**src/rtl/sel_split_n_d.sv**
```systemverilog
// sel_split_n_d: steers one drive/free token to NUM_OUT consumers,
// select or broadcast, with sticky error flags and a WAIT watchdog.
module sel_split_n_d #(
  parameter int DATA_WIDTH = 32,
  parameter int NUM_OUT    = 4,
  parameter int MODE       = 0,
  parameter int TIMEOUT    = 0
) (
  input  logic                          clk,
  input  logic                          rst,
  input  logic                          i_drive,
  input  logic [NUM_OUT-1:0]            i_valid,
  input  logic [DATA_WIDTH-1:0]         i_data,
  output logic                          o_free,
  output logic                          o_ready,
  output logic [NUM_OUT-1:0]            o_driveNext,
  input  logic [NUM_OUT-1:0]            i_freeNext,
  output logic [NUM_OUT*DATA_WIDTH-1:0] o_data,
  output logic                          o_err_sel,
  output logic                          o_err_ovr,
  output logic                          o_timeout,
  input  logic                          i_clr_err
);

  typedef enum logic [1:0] {IDLE, SEND, WAIT, DONE} state_t;

  state_t                state;
  logic [DATA_WIDTH-1:0] dataQ;
  logic [NUM_OUT-1:0]    pend;
  logic [NUM_OUT-1:0]    pendNext;
  logic [NUM_OUT-1:0]    lowBit;
  logic [NUM_OUT-1:0]    tgt;
  logic [15:0]           wdog;
  logic [16:0]           wdogInc;
  logic                  multiHot;
  logic                  selEvt;
  logic                  ovrEvt;
  logic                  toEvt;

  assign lowBit   = i_valid & (~i_valid + NUM_OUT'(1));
  assign tgt      = (MODE == 0) ? lowBit : i_valid;
  assign multiHot = (i_valid & (i_valid - NUM_OUT'(1))) != '0;
  assign pendNext = pend & ~i_freeNext;
  assign wdogInc  = {1'b0, wdog} + 17'd1;

  assign selEvt = (state == IDLE) && i_drive &&
                  ((tgt == '0) || ((MODE == 0) && multiHot));
  assign ovrEvt = i_drive && (state != IDLE);
  // Fires on the WAIT cycle that completes TIMEOUT cycles still pending
  assign toEvt  = (TIMEOUT != 0) && (state == WAIT) &&
                  (pendNext != '0) && (wdogInc >= 17'(TIMEOUT));

  assign o_data = {NUM_OUT{dataQ}};

  always_ff @(posedge clk) begin
    if (rst) begin
      state       <= IDLE;
      dataQ       <= '0;
      pend        <= '0;
      wdog        <= '0;
      o_free      <= 1'b0;
      o_ready     <= 1'b1;
      o_driveNext <= '0;
      o_err_sel   <= 1'b0;
      o_err_ovr   <= 1'b0;
      o_timeout   <= 1'b0;
    end else begin
      o_free      <= 1'b0;
      o_driveNext <= '0;
      o_err_sel   <= selEvt | (o_err_sel & ~i_clr_err);
      o_err_ovr   <= ovrEvt | (o_err_ovr & ~i_clr_err);
      o_timeout   <= toEvt | (o_timeout & ~i_clr_err);
      unique case (state)
        IDLE: begin
          if (i_drive) begin
            dataQ   <= i_data;
            o_ready <= 1'b0;
            if (tgt != '0) begin
              state       <= SEND;
              o_driveNext <= tgt;
              pend        <= tgt;
            end else begin
              state  <= DONE;
              o_free <= 1'b1;
            end
          end
        end
        SEND: begin
          pend <= pendNext;
          wdog <= '0;
          if (pendNext == '0) begin
            state  <= DONE;
            o_free <= 1'b1;
          end else begin
            state <= WAIT;
          end
        end
        WAIT: begin
          pend <= pendNext;
          if (pendNext == '0) begin
            state  <= DONE;
            o_free <= 1'b1;
            wdog   <= '0;
          end else if (wdog != '1) begin
            wdog <= wdog + 16'd1;
          end
        end
        DONE: begin
          state   <= IDLE;
          o_ready <= 1'b1;
        end
        default: state <= IDLE;
      endcase
    end
  end

endmodule

```
**config.mk**
```make
export PLATFORM = sky130hd
export DESIGN_NAME = sel_split_n_d
export DESIGN_NICKNAME = d
export VERILOG_FILES = /design/src/rtl/sel_split_n_d.sv
export SDC_FILE = /design/constraint.sdc
export NUM_CORES = 1
export LEC_CHECK = 0
export CAP_MARGIN = 0
export CORE_ASPECT_RATIO = 1.25
export CORE_MARGIN = 5
export CORE_UTILIZATION = 50
export CTS_CLUSTER_DIAMETER = 50
export CTS_CLUSTER_SIZE = 40
export DETAILED_ROUTE_END_ITERATION = 10
export DONT_BUFFER_PORTS = 1
export PLACE_DENSITY_LB_ADDON = 0.3
export SLEW_MARGIN = 20
export SYNTH_ARGS = -nofsm -noshare
export SYNTH_HDL_FRONTEND = slang
export SYNTH_SLANG_ARGS = --single-unit
export TNS_END_PERCENT = 100
```
**constraint.sdc**
```tcl
create_clock -name clk -period 1.6 [get_ports clk]
set_input_delay 0.24 -clock clk [delete_from_list [all_inputs] [get_ports clk]]
set_output_delay 0.24 -clock clk [all_outputs]
set_load 0.005 [all_outputs]
```
==> After elaboration in Yosys (flattened, before gate mapping) <==
Cells that the tools add are included.
{ "word_totals": {"regBits": 47, "latch_bits": 0, "mem_bits_rw": 0, "rom_bits": 0, "input_bits": 44, "output_inout_bits": 137, "word_cells": 63, "n_memories": 0} }
{ "op_classes": {"addsub": 2, "n_mul": 0, "div_mod_pow": 0, "n_lt_le_gt_ge": 0, "eq_ne": 6, "shifts": 0, "mux": 14, "bitwise": 14, "reduce_logical": 18} }
{ "ops": {"columns": ["cell", "n"], "rows": [
  ["$and 4x4->4", 3],
  ["$logic_not 4->1", 2],
  ["$mux 4", 2],
  ["$not 4->4", 2],
  ["$pmux 2 s4", 1],
  ["$pmux 4 s2", 1],
  ["$reduce_bool 4->1", 2],
  ["$mux 2", 3],
  ["$reduce_and 2->1", 3],
  ["$reduce_bool 2->1", 3],
  ["$mux 1", 5],
  ["$add 4x1->4 const B", 1],
  ["$eq 2x2->1 const B", 2],
  ["$ne 2x2->1 const B", 2],
  ["$not 1->1", 4],
  ["$pmux 1 s2", 2],
  ["$reduce_or 4->1", 1],
  ["$sub 4x1->4 const B", 1],
  ["$and 1x1->1", 3],
  ["$logic_and 1x1->1", 3],
  ["$reduce_and 3->1", 1],
  ["$eq 2x1->1 const B", 1],
  ["$logic_not 2->1", 1],
  ["$ne 2x1->1 const B", 1],
  ["other kinds (3)", 4]
]} }

==> Longest topological paths before layout <==
{ "logic_depth": {"word_depth": 7, "depth_mapped": 7, "ltp_nobuf": 6} }

==> Worst setup path after synthesis <==
Ideal clock, no wire load.
{ "synth_path": {"path_type": "reg-to-reg", "startpoint": "reg state[0]", "endpoint": "reg dataQ[10]", "setup_ns": 0.070, "arrival_time_ns": 1.416, "t_required_ns": 1.530, "slack_ns": 0.114, "stages_incl_launch_ff": 8, "path_buffers": 2, "synth_period_minus_slack_ns": 1.486, "cell_sequence": "dfxtp_1 inv_1 ha_1 nand2_1 buf_2 buf_1 nand2_1 a21oi_1"} }
{ "synth_via": {"elab_chain_cells": 2} }
{ "synth_lines": {"columns": ["element", "line", "source"], "rows": [
  ["from (decl)", "27", "state_t state;"],
  ["from (signal assigned)", "57", "state <= IDLE;"],
  ["from (signal assigned)", "79", "state <= SEND;"],
  ["from (signal assigned)", "83", "state <= DONE;"],
  ["$logic_not 2->1", "73", "unique case (state)"],
  ["$reduce_and 2->1 (no source line)", null, null],
  ["to (signal assigned)", "76", "dataQ <= i_data;"],
  ["to (decl)", "28", "logic [DATA_WIDTH-1:0] dataQ;"]
]} }
No other way between the ends.
A chain may end at the register's enable or synchronous reset.

==> Final worst setup path <==
{ "layout_path": {"startpoint": "reg state[1]", "endpoint": "reg pend[2]"} }
{ "layout_via": {"elab_chain_cells": 4, "elab_cells_between_ends": 9, "cone_classes": "4 x eq/ne; 1 x mux; 4 x reduce/logical"} }
{ "layout_lines": {"columns": ["element", "line", "source"], "rows": [
  ["$eq 2x2->1 / $eq 2x1->1 (equally long branches)", "73", null],
  ["$reduce_or 2->1 (no source line)", null, null],
  ["$reduce_bool 2->1 (no source line)", null, null],
  ["$reduce_and 3->1 (no source line)", null, null],
  ["to (signal assigned)", "81", "pend <= tgt;"],
  ["to (signal assigned)", "89", "pend <= pendNext;"],
  ["to (signal assigned)", "99", "pend <= pendNext;"],
  ["to (decl)", "29", "logic [NUM_OUT-1:0] pend;"]
]} }
Several ways; a longest one is shown, not always the timed one.

==> impl_metrics.yaml <==
worst_setup_path:
  path_cells: "inv_1 > ha_1 > and2_2 > a211oi_4 > o21ai_1 > o21ai_0"
  slowest_delay_ns: 0.36
  endpoint_kind: "flip-flop"
  cp_data_arrival_time_ns: 1.66
  rrSetupSlack_ns: 0.16
  start_kind: "flip-flop"
  crit_required_ns: 1.82
  crit_fanout: 6
  crit_path_top_delay_cell: "dfxtp_2"
  worstSetupPathType: "reg -> reg"
die:
  die_height_um: 90.0
  core-area_um2: 5040
  die-width_um: 74.0
  rows: 29
  io_pins: 181
  start_util_pct: 50.8
  dieArea_um2: 6670
outcome:
  status: "finished, final reports clean"
clock_tree:
  cts_setup_buffers: 0
  clockRootBuffer: "clkbuf_8"
  cts_buffers: 5
  clkTransAtPathRegs_ns: 0.08
  clkLatencyLatePin_ns: 0.29
  htree_levels: 2
  cts_sinks: 47
  tritoncts: "yes"
  max-clock-path-buffers: 2
pwr:
  powerDensity_nw_per_um2: 1740
  ir_drop_uv: 673
  power_frac_clock_pct: 21.2
  p_sw_mw: 1.38
  combPwrFrac_pct: 30.6
  finalPower_mw: 3.62
  internal-power_mw: 2.24
  switching_share_pct: 38.1
  p_seq_share_pct: 48.2
  leakage_nw: 0.788
timing:
  worst_slew_pin_slew_ns: 0.445
  fin_crit_sh_pct: 89.9
  fin_skew_ns: 0.00450
  relSlewSlack_pct: 69.9
  fin_setup_tns_ns: 0
  timing.hold.ws_ns: 0.0502
  min_period_ns: 1.44
  setup_viol: 0
  rsz0062_at_grt: "false"
  final-hold-violation-count: 0
  setup_ws_ns: 0.161
  report.final.slew_viol_count: 0
  max_freq_mhz: 695
cells_and_area:
  fillCellCount: 521
  fin_area_um2: 2090
  area_growth_pct: -18.6
  n_antenna_cell: 0
  drive_gt1_share_pct: 9.91
  nNetsFinal: 279
route:
  initialDrtViolationCount: 64
  wl_mm: 4.94
  vias: 1564
  vias_per_cell: 5.32
  first_pass_iters: 4
  wl_per_cell_um: 16.8
  drc: 0
  ant_nets: 0
hold_path:
  min_path_type: "in -> reg"
synth:
  syn_area_um2: 2560
  ys_seq_area_share_pct: 36.7
  synth.avg_cell_area_um2: 7.91
  async_flop_share_pct: 0
  synthFlopType: "dfxtp_1"
  synth_common_cells: "96 x buf_4, 69 x nand2_1, 47 x dfxtp_1"
  synth_most_common_cell: "buf_4"
  synth_cells: 324
  syn_nets: 372
  yosysWarnings: 0
  synth_largest_area_cell: "dfxtp_1"
  ys_types: 32
  synth_edf_count: 0
  synth_top_cells_by_area: "dfxtp_1 37%, buf_4 28%, nand2_1 10%"
  synth_top_area_share_pct: 36.7
  synth-seq-cells: 47
placement:
  pre_cts_ws_ns: 0.105
  gp_congestion: 0.720
  place_area_um2: 1920
  port_buffers: 0
  dp_hpwl_mm: 3.33
flow_run:
  max_cap_viol_count: 0
grt:
  grt_pass1_wl_mm: 7.60
  antenna_found_initial: 0
  grt_use_total_pct: 14.8
  overflow: 0
  grt_max_degree: 33
  grt_pass1_vias: 1510
[area by class of cell]
cell class	count	area, um2	area share [%]
sequential	47	942	45.2
multi-input combinational	161	847	40.6
clock buffer	8	100	4.80
timing repair buffer	10	96.3	4.62
tap	62	77.6	3.72
inverter	6	22.5	1.08
[through the flow]
stage | instances | util, %
5_1_grt | 294 | 41.4
6_report | 294 | 41.4
3_5_place_dp | 283 | 38.0
2_1_floorplan | 324 | -
4_1_cts | 293 | 40.6
3_3_place_gp | 283 | 38.0
[power by group through the flow]
stage               combinational (mW)  clock (mW)  sequential, mW
floorplan                         1.43           0            1.63
global placement                  1.02           0            1.77
detailed placement                1.04           0            1.78
CTS                               1.08       0.809            1.75
global route                      1.26       0.862            1.81
finish                            1.11       0.770            1.75
[metal layers]
layer / vias up / track usage [%] / wire length (um)
li1: 759 / - / -
met1: 722 / 15.9 / 1880
met2: 76 / 24.6 / 2520
met3: 7 / 6.14 / 462
met4: 0 / 6.50 / 82
met5: - / 0 / 0
[cell families (layout without fill, tap and decap cells)]
family	count (synthesis)	after routing	synth area share [%]
compound gates	60	60	13.2
xor+xnor	1	1	0.342
fa+ha+maj	4	4	1.95
buf+inv	116	24	31.2
flops	47	47	36.7
simple gates	96	96	16.6
[path summary, 6_finish.rpt]
check,start,endpoint,cells past startpoint
worst max-delay path,state[1],pend[2],6
worst min-delay path,rst,pend[0],1
worst max register to register,state[1],pend[2],6
worst min register to register,pend[0],pend[0],2
[registers in the layout, indices dropped and copies added, names as in the netlist]
name	cells
pend	4
o_ready	1
dataQ	32
o_free	1
o_timeout	1
o_err_sel	1
state	2
o_driveNext	4
o_err_ovr	1
[cells in the final DEF, fill, tap and decap left out, drive strengths merged, types with 4 or more instances in the layout]
master,synthesis,layout
nor2b,5,5
o21ai,9,9
buf,103,8
nand2,69,69
nor2,6,6
a21oi,41,41
ha,4,4
inv,6,6
dfxtp,47,47
clkbuf,7,8
[critical path, delay by kind of cell, from the launching register on]
kind	cells	cell delay (ns)
AO/OA/AOI/OAI	3	0.45
flip-flops	1	0.36
AND/OR/NAND/NOR	1	0.26
adder cells (fa/ha/maj)	1	0.22
buffers and inverters	1	0.07
[what timing repair did]
action,CTS,global route
setup endpoints to repair,0,32
endpoints found under the hold margin,32,1
gates resized for setup,0,8
hold buffers,2,1
(Power assumes the default switching activity.)
